--- src/rtl/mem_arb_pkg.sv ---
// Shared types and constants for the fetch/data memory port arbiter.
package mem_arb_pkg;

    typedef enum logic [1:0] {
        IDLE  = 2'd0,
        ISSUE = 2'd1,
        WAIT  = 2'd2,
        RESP  = 2'd3
    } arb_state_t;

    typedef enum logic {
        SRC_IF = 1'b0,
        SRC_D  = 1'b1
    } arb_src_t;

    localparam logic [2:0]  FUNCT3_WORD = 3'b010;
    localparam int unsigned CNT_W       = 3;

endpackage

--- src/rtl/mem_port_arbiter_rr_arb2.sv ---
// Two-way round-robin pick with a last-winner flop that updates on every grant.
module rr_arb2
    import mem_arb_pkg::*;
(
    input  logic clk,
    input  logic rst_n,
    input  logic en,
    input  logic req_if,
    input  logic req_d,
    output logic gnt_if_c,
    output logic gnt_d_c
);

    arb_src_t last_winner;

    // On a tie the requester that did not win last time gets the port.
    always_comb begin
        gnt_if_c = 1'b0;
        gnt_d_c  = 1'b0;
        if (en) begin
            if (req_if && req_d) begin
                gnt_if_c = (last_winner == SRC_D);
                gnt_d_c  = (last_winner == SRC_IF);
            end else begin
                gnt_if_c = req_if;
                gnt_d_c  = req_d;
            end
        end
    end

    always_ff @(posedge clk or negedge rst_n) begin
        if (!rst_n) begin
            last_winner <= SRC_D;
        end else if (gnt_if_c) begin
            last_winner <= SRC_IF;
        end else if (gnt_d_c) begin
            last_winner <= SRC_D;
        end
    end

endmodule

--- src/rtl/mem_port_arbiter.sv ---
// Serializes instruction fetches and data loads/stores onto one fixed-latency memory port.
module mem_port_arbiter
    import mem_arb_pkg::*;
#(
    parameter int unsigned ADDR_W   = 32,
    parameter int unsigned DATA_W   = 32,
    parameter int unsigned READ_LAT = 1
) (
    input  logic              clk,
    input  logic              rst_n,
    input  logic              if_req,
    input  logic [ADDR_W-1:0] if_addr,
    output logic              if_gnt,
    output logic              if_rvalid,
    output logic [DATA_W-1:0] if_rdata,
    input  logic              d_req,
    input  logic              d_we,
    input  logic [ADDR_W-1:0] d_addr,
    input  logic [DATA_W-1:0] d_wdata,
    input  logic [2:0]        d_funct3,
    output logic              d_gnt,
    output logic              d_rvalid,
    output logic [DATA_W-1:0] d_rdata,
    output logic [ADDR_W-1:0] mem_addr,
    output logic              mem_re,
    output logic              mem_we,
    output logic [DATA_W-1:0] mem_wdata,
    output logic [2:0]        mem_funct3,
    input  logic [DATA_W-1:0] mem_rdata,
    output logic              busy
);

    arb_state_t       state;
    arb_state_t       state_nxt;
    arb_src_t         lat_src;
    logic             lat_we;
    logic [CNT_W-1:0] cnt;
    logic             arb_en_c;
    logic             gnt_if_c;
    logic             gnt_d_c;
    logic             any_gnt_c;
    logic             win_we_c;

    // Grants are only possible in IDLE and are suppressed while reset is held.
    assign arb_en_c  = (state == IDLE) && rst_n;
    assign any_gnt_c = gnt_if_c | gnt_d_c;
    assign win_we_c  = gnt_d_c & d_we;
    assign if_gnt    = gnt_if_c;
    assign d_gnt     = gnt_d_c;

    rr_arb2 u_rr_arb2 (
        .clk      (clk),
        .rst_n    (rst_n),
        .en       (arb_en_c),
        .req_if   (if_req),
        .req_d    (d_req),
        .gnt_if_c (gnt_if_c),
        .gnt_d_c  (gnt_d_c)
    );

    always_ff @(posedge clk or negedge rst_n) begin
        if (!rst_n) begin
            state <= IDLE;
        end else begin
            state <= state_nxt;
        end
    end

    always_comb begin
        state_nxt = state;
        case (state)
            IDLE:    if (any_gnt_c) state_nxt = ISSUE;
            ISSUE:   state_nxt = lat_we ? RESP : WAIT;
            WAIT:    if (cnt == CNT_W'(1)) state_nxt = RESP;
            RESP:    state_nxt = IDLE;
            default: state_nxt = IDLE;
        endcase
    end

    // Strobes and completion pulses are decoded from the next state so they line up with it.
    always_ff @(posedge clk or negedge rst_n) begin
        if (!rst_n) begin
            busy       <= 1'b0;
            mem_re     <= 1'b0;
            mem_we     <= 1'b0;
            if_rvalid  <= 1'b0;
            d_rvalid   <= 1'b0;
            lat_src    <= SRC_D;
            lat_we     <= 1'b0;
            mem_addr   <= '0;
            mem_wdata  <= '0;
            mem_funct3 <= FUNCT3_WORD;
            cnt        <= '0;
            if_rdata   <= '0;
            d_rdata    <= '0;
        end else begin
            busy      <= (state_nxt != IDLE);
            mem_re    <= any_gnt_c & ~win_we_c;
            mem_we    <= win_we_c;
            if_rvalid <= (state_nxt == RESP) && (lat_src == SRC_IF);
            d_rvalid  <= (state_nxt == RESP) && (lat_src == SRC_D);

            if (any_gnt_c) begin
                lat_src    <= gnt_d_c ? SRC_D : SRC_IF;
                lat_we     <= win_we_c;
                mem_addr   <= gnt_d_c ? d_addr : if_addr;
                mem_funct3 <= gnt_d_c ? d_funct3 : FUNCT3_WORD;
                if (gnt_d_c) begin
                    mem_wdata <= d_wdata;
                end
            end

            if (state == ISSUE) begin
                cnt <= CNT_W'(READ_LAT);
            end else if (state == WAIT) begin
                cnt <= cnt - CNT_W'(1);
            end

            if ((state == WAIT) && (cnt == CNT_W'(1))) begin
                if (lat_src == SRC_IF) begin
                    if_rdata <= mem_rdata;
                end else begin
                    d_rdata <= mem_rdata;
                end
            end
        end
    end

endmodule

--- config.mk ---
export PLATFORM = sky130hd
export DESIGN_NAME = mem_port_arbiter
export DESIGN_NICKNAME = d
export VERILOG_FILES = /design/src/rtl/mem_arb_pkg.sv /design/src/rtl/mem_port_arbiter_rr_arb2.sv /design/src/rtl/mem_port_arbiter.sv
export SDC_FILE = /design/constraint.sdc
export NUM_CORES = 1
export LEC_CHECK = 0
export ABC_AREA = 1
export CAP_MARGIN = 20
export CORE_UTILIZATION = 35
export DETAILED_ROUTE_END_ITERATION = 6
export PLACE_DENSITY = 0.74
export SKIP_CTS_REPAIR_TIMING = 1
export SYNTH_ARGS = -nofsm -noshare
export SYNTH_HDL_FRONTEND = slang
export SYNTH_HIERARCHICAL = 1
export SYNTH_SLANG_ARGS = --single-unit
--- constraint.sdc ---
create_clock -name clk -period 1.6 [get_ports clk]
set_input_delay 0.32 -clock clk [delete_from_list [all_inputs] [get_ports clk]]
set_output_delay 0.32 -clock clk [all_outputs]
set_load 0.02 [all_outputs]
==> summary.md, run 1 <==
The type of the setup path with the least slack was reg2out. Highest clock frequency the design can meet: 535 MHz. The synthesized design contains 144 register bits. The tools report the row count as 47.

The mapped cell area is 6070 µm². After synthesis, the share of flip-flops with an asynchronous set or reset is 100%. STA classifies the critical path endpoint as an output pin. Clock skew on the completed layout was measured at 0.00806 ns.

The number of pins exceeding their max-slew limit in the final report is 0, and the count of input and output buffers is 273. The arrival time reported for the critical path endpoint is 1.55 ns, and the average cell area after synthesis is 9.71 µm². Power comes to 19.8 mW.

Clock-pin transition on the worst setup and hold timing paths: 0.06 ns. The logs give 767 for the synthesized net count and 0 for the count of final hold-check violations. After synthesis, the cell types taking the most area are sky130_fd_sc_hd__dfrtp_1 (58%), sky130_fd_sc_hd__nand2_1 (15%), sky130_fd_sc_hd__o21ai_2 (8.4%). The highest-utilization routing layer at the global route stage was met2. Setup violations remaining at the end of the flow were counted as 58. The worst-case IR drop observed on VDD is 0.000871 V.

The checks that failed: negative setup slack. The logs give 625 for the count of mapped cells out of synthesis and 36.2% for the initial core utilization. The floorplan step set the die height to 134 µm. Entering global routing, the biggest net connects 65 pins. Of the available clock period, the critical path in the final layout requires 117%.

By instance count, the leading cell after synthesis is sky130_fd_sc_hd__nand2_1. The most used flip-flop cell after synthesis is sky130_fd_sc_hd__dfrtp_1. The count of nets after finishing was 1069; the remaining global-route overflow was 0.

The die outline area is 17900 µm². The worst hold slack was 0.376 ns; the met2 track demand over resource was 30.9%. At the placement stage, the worst setup path has a slack of -0.451 ns. For this block, the via count after detailed routing is 5343. The logs give 6 for the number of warnings reported in the yosys synthesis log and 44.2% for the normalized max-slew margin.

The maximum fanout count along the critical path is 3, and the count of flip-flops with a built-in enable after synthesis is 0. The kind of launch point of the worst setup path is a flop. The width of the die was 134 µm. The class of the tightest hold or removal check was in2reg. In the global route stage, met1 resource usage came out at 22.9%. Wires add up to 17800 µm.

Critical path required time: 1.28 ns. The layout-stage area growth over the synthesis result was 70.6%. The post-route netlist has 17.6% of its cells at a drive strength greater than 1. The via count of the first global-routing pass came out at 5178. The clock passes through at most 2 buffers. The routed via count divided by cell count is 4.61. TritonCTS built the clock tree. The run gives 19.0% as the total global-route track usage.

The largest area contributor in the netlist was sky130_fd_sc_hd__dfrtp_1. The number of antenna diodes in the final layout is 0. CTS built an H-tree with a depth of 4.

The filler cells instantiated in the layout total 1357. The initial antenna violation count is 0, and the fraction of synthesized cell area taken by the top area cell type is 58.2%. The pre-antenna-repair detailed-routing pass consisted of 4 iterations.

The share of the Yosys chip area taken by registers is 59.5%. The tools report the met3 capacity usage during global routing as 7.42%. The clock sink count is 144. The later pin in the worst-skew pair is clocked with a latency of 0.41 ns.

Routability-driven placement finished with a final weighted congestion of 0.780. In this run, CTS created clock tree buffers numbering 17. The minimum clock period after layout is 1.87 ns, and the count of routing violations after the opening detailed-route iteration is 223.

The total area inside the core boundary comes to 16800 µm². The first global-routing pass estimated 26300 µm of wire. The unique cell type count in the Yosys netlist came out at 21.

Worst-margin pin slew: 0.838 ns. The count of maximum capacitance violations came out at 0. The tools report the clock root buffer master as sky130_fd_sc_hd__clkbuf_16.

Sorting the synthesized cells by how often they occur yields sky130_fd_sc_hd__nand2_1 (238), sky130_fd_sc_hd__dfrtp_1 (141), sky130_fd_sc_hd__nand3_1 (67). For this run, design rule violations remaining after detail routing come to 0. The power density of the placed cells is 1910 nW/µm², and the average wire per standard cell is 15.3 µm. The worst setup margin is -0.270 ns.

The logs give 6.24 nW for the cell leakage power and 11800 µm for the placed wire-length estimate. The tools report the count of nets left with antenna violations after detail routing as 0. Setup repair after global routing could not meet its margin everywhere. The flow ran to the end, but the final reports show violations. 274 I/O pins were placed.
==> report_power, final <==
part / internal, mW / switching [mW]
clock network: 2.08 / 1.69
registers: 5.46 / 0.912
logic: 4.44 / 5.18
total: 12.0 / 7.78
==> stage by stage <==
stage               util (%)  instance area, µm²  setup TNS, ns  instances
detailed placement      54.2                9090         -29.70       1112
floorplan                  -                6100          -1.55        625
CTS                     57.6                9650         -37.79       1144
global route            61.8               10300         -13.38       1160
global placement        54.2                9090         -25.83       1112
finish                  61.8               10300          -5.95       1160
==> kinds of logic (layout without fill, tap and decap cells) <==
kind of cell | count (synthesis) | in the layout | synth area share [%]
simple gates | 316 | 316 | 21.5
buf+inv | 84 | 399 | 7.90
flops | 144 | 144 | 59.5
compound gates | 75 | 75 | 9.90
fa+ha+maj | 6 | 6 | 1.24
==> per-layer routing <==
metal  vias to the layer above  share of wire, %
li1                       2584                 -
met1                      2513                40
met2                       228                50
met3                        18               8.2
met4                         0               1.4
met5                         -                 0
==> worst paths after layout <==
kind | startpoint | to | slack (ns) | cells past startpoint
worst min register to register | mem_wdata[18] | mem_wdata[18] | 0.47 | 2
worst min-delay path | rst_n | u_rr_arb2/last_winner | 0.38 | 7
worst max-delay path | state[0] | d_gnt | -0.27 | 7
max in group asynchronous | rst_n | if_rvalid | 0.21 | 4
worst max register to register | state[0] | if_rvalid | -0.16 | 13
min in group asynchronous | rst_n | mem_addr[20] | 0.54 | 4
==> worst max-delay path, stage by stage, from the launching register on <==
cell and delay (ns):
sky130_fd_sc_hd__dfrtp_1 0.41, sky130_fd_sc_hd__inv_2 0.08, sky130_fd_sc_hd__ha_4 0.12, sky130_fd_sc_hd__nand2_1 0.05
sky130_fd_sc_hd__inv_2 0.06, sky130_fd_sc_hd__nand2_2 0.07, sky130_fd_sc_hd__a21oi_4 0.19, sky130_fd_sc_hd__buf_6 0.15
==> state kept, by name, summed over array words and instances, names as in the netlist, 2 cells and up <==
| name | flops |
|---|---|
| mem_addr | 32 |
| state | 2 |
| if_rdata | 32 |
| mem_wdata | 32 |
| d_rdata | 32 |
| cnt | 3 |
| mem_funct3 | 3 |
==> placed cells by master, fill, tap and decap left out, drive strengths merged <==
cell,count
inv,56
a21oi,4
nor2,6
nand3,68
clkdlybuf4s50,134
dfstp,3
clkbuf,23
buf,42
dlymetal6s2s,136
dlygate4sd3,1
nand2,242
a22o,2
clkinvlp,4
ha,6
clkinv,3
o21ai,69
dfrtp,141
==> final cells by class <==
type / count / area [µm²] / area share (%)
flip-flops and latches: 144 / 3610 / 34.9
well taps: 220 / 275 / 2.66
inverters: 49 / 194 / 1.87
clock inverters: 14 / 125 / 1.21
clock buffers: 18 / 439 / 4.24
multi-input cells: 397 / 2060 / 19.9
repair buffers: 318 / 3650 / 35.3
Power figures use the tool's default switching activity.
==> run 2, diff against run 1 <==
--- a/config.mk
+++ b/config.mk
@@ -9,6 +9,7 @@
 export CAP_MARGIN = 20
 export CORE_UTILIZATION = 35
 export DETAILED_ROUTE_END_ITERATION = 6
+export MAX_ROUTING_LAYER = met4
 export PLACE_DENSITY = 0.74
 export SKIP_CTS_REPAIR_TIMING = 1
 export SYNTH_ARGS = -nofsm -noshare
==> run 2 against run 1 <==
Effect of this change: die area unchanged; critical endpoint unchanged; non-clock buffer count unchanged; critical path type unchanged; setup slack better by 0.010 ns; the run ends with design-rule violations, negative setup slack left.
==> summary.md, run 2 (synthesis results as in run 1) <==
Class of the tightest hold or removal check: in2reg. The count of nets left with antenna violations after detail routing is 0, and the deepest clock path buffer count is 2. Leaving out fill and tap cells, the most frequent cells in the layout are sky130_fd_sc_hd__nand2_1 (235), sky130_fd_sc_hd__dfrtp_1 (141), sky130_fd_sc_hd__dlymetal6s2s_1 (136).

In this run the standard cell core region covers 16800 µm². The analysis attributes to cell leakage a power of 6.24 nW. In this run the critical register-to-register path is launched from state[0]. The layout-stage area growth over the synthesis result was 70.6%.

The endpoint identified for the worst register-to-register timing path is if_rvalid. The wire length of the first global-routing pass came out at 26300 µm. Clock tree synthesis found a total of 144 sinks. Entering global routing, the biggest net connects 65 pins. Global routing finished with a remaining overflow of 0.

Clock-pin slew was measured on the worst setup and hold paths at 0.06 ns. The die outline area is 17900 µm². The finished layout holds 1160 standard cells, fillers aside. The row count is 47. Setup repair after global routing could not meet its margin everywhere. VDD sags by at most 0.000872 V.

The number of pins exceeding their max-slew limit in the final report is 0. The post-route netlist has 17.6% of its cells at a drive strength greater than 1. The share of the clock period used by the worst path came out at 116%. Measured along the x axis, the die boundary spans 134 µm. The largest incremental delay on the critical path is 0.41 ns.

Summed over all layers, the routed wires come to 17800 µm. For the worst setup margin, the log shows -0.260 ns. TritonCTS built the clock tree.

The worst setup path is launched from a flop. The signal on the critical path passes through inv_2 -> ha_4 -> nand2_1 -> inv_2 -> nand2_2 -> a21oi_4 -> buf_6. After detailed routing, the number of remaining DRC violations is 3. The critical path required time is 1.28 ns, and the total instance count after detailed placement is 1112. Once the floorplan was initialized, standard cells occupied 36.2% of the core.

STA classifies the critical path endpoint as an output pin. Using the TritonRoute via totals, the vias-per-cell ratio works out to 4.62. The count of final hold-check violations is 0, and the routability congestion estimate is 0.791.

For this design the ratio of total power to cell area is 1910 nW/µm². The repair_antennas step left the layout with diodes totalling 0. The I/O pin count was 274; the clock skew was 0.0131 ns.

The critical path is of the reg2out type. CTS placed an instance of sky130_fd_sc_hd__clkbuf_16 at the clock tree root. Maximum fanout count along the critical path: 3.

The minimum clock period after layout is 1.86 ns. The layout has 1355 filler cells. The count of maximum capacitance violations is 0, and the number of buffers inserted during clock tree synthesis is 17. The number of endpoints failing setup at the final stage was 43; the floorplan die height was 134 µm. The most numerous cell type found on the critical path is sky130_fd_sc_hd__inv_2.

The checks that failed: design-rule violations, negative setup slack. Dividing the detail-routed wire length by the instance count gives 15.3 µm. Counting cells, the worst reg-to-reg path comes to 13. The most common library cell in the layout ignoring fill and taps is sky130_fd_sc_hd__nand2_1. For the highest clock frequency the design can meet, the log shows 538 MHz.

The clock tree synthesis step divided the H-tree into 4 levels. In this run the register-to-register setup slack is -0.16 ns. The tools report the first element of the critical path as state[0]. The clock latency at the later pin of the worst-skew pair was 0.42 ns; the worst-margin pin slew was 0.831 ns. Highest-delay cell along the critical path: sky130_fd_sc_hd__dfrtp_1. The count of buffers added on input and output ports is 273. Following the worst setup path forward leads to its endpoint at d_gnt.

The arrival time reported for the critical path endpoint came out at 1.54 ns. Summing over every cut layer, the via total after detailed routing is 5357. Headroom to the max-slew limit came out at 44.6%. The run finished, with violations left.

The run gives 19.6% as the total global-route track usage. The worst hold path was traced through 7 stages. In the final design database the tool counted 1069 nets. The logs give 7 for the number of detailed-routing iterations run before antenna repair and 19.8 mW for the overall power.

In this run, the number of DRC markers left after iteration 0 of detailed routing was 235. The initial antenna violation count is 0, and the via count of the first global-routing pass is 5209. Detailed placement ended at an HPWL of 11800 µm.
## run 2: how the worst min path moves through the flow
| stage | from | end | slack (ns) |
|---|---|---|---|
| 2_1_floorplan | rst_n | busy | 0.02 |
| 3_3_place_gp | rst_n | mem_addr[16] | 0.32 |
| 3_5_place_dp | rst_n | mem_addr[16] | 0.32 |
| 4_1_cts | rst_n | mem_addr[16] | -0.13 |
| 5_1_grt | rst_n | u_rr_arb2/last_winner | 0.40 |
| 6_report | rst_n | u_rr_arb2/last_winner | 0.39 |
## run 2: critical path, delay by kind of cell (launching register included)
family	cells	cell delay, ns
and+or+nand+nor	2	0.12
AOI/OAI and AO/OA	1	0.18
buffers and inverters	3	0.29
DFF	1	0.41
adders and majority gates	1	0.12
## run 2: cell type report
type	instances	area, µm²	area share, %
multi-input combinational	397	2060	19.9
clock inverter	14	125	1.21
sequential	144	3610	34.9
tap	220	275	2.66
inverter	49	194	1.87
timing repair buffer	318	3650	35.3
clock buffer	18	439	4.24
## run 2: metal layers
layer / track usage [%] / wire length (µm) / vias up
met2: 30.9 / 9020 / 222
met5: - / 0 / -
met1: 23.7 / 7330 / 2532
met3: 5.52 / 1150 / 20
met4: 7.45 / 282 / 0
li1: - / - / 2583
## run 2: per-stage QoR
step / utilization [%] / setup slack, ns / hold WS, ns / TNS [ns] / area (µm²)
2_1_floorplan: - / -0.0406 / 0.0244 / -1.55 / 6100
3_3_place_gp: 54.2 / -0.401 / 0.321 / -25.83 / 9090
3_5_place_dp: 54.2 / -0.451 / 0.318 / -29.70 / 9090
4_1_cts: 57.6 / -0.788 / -0.133 / -37.79 / 9650
5_1_grt: 61.8 / -0.348 / 0.400 / -12.81 / 10300
6_report: 61.8 / -0.260 / 0.394 / -5.92 / 10300
## run 2: power by group
part | internal (mW) | switching, mW | total, mW
clock network | 2.08 | 1.70 | 3.78
registers | 5.46 | 0.910 | 6.37
logic | 4.44 | 5.17 | 9.61
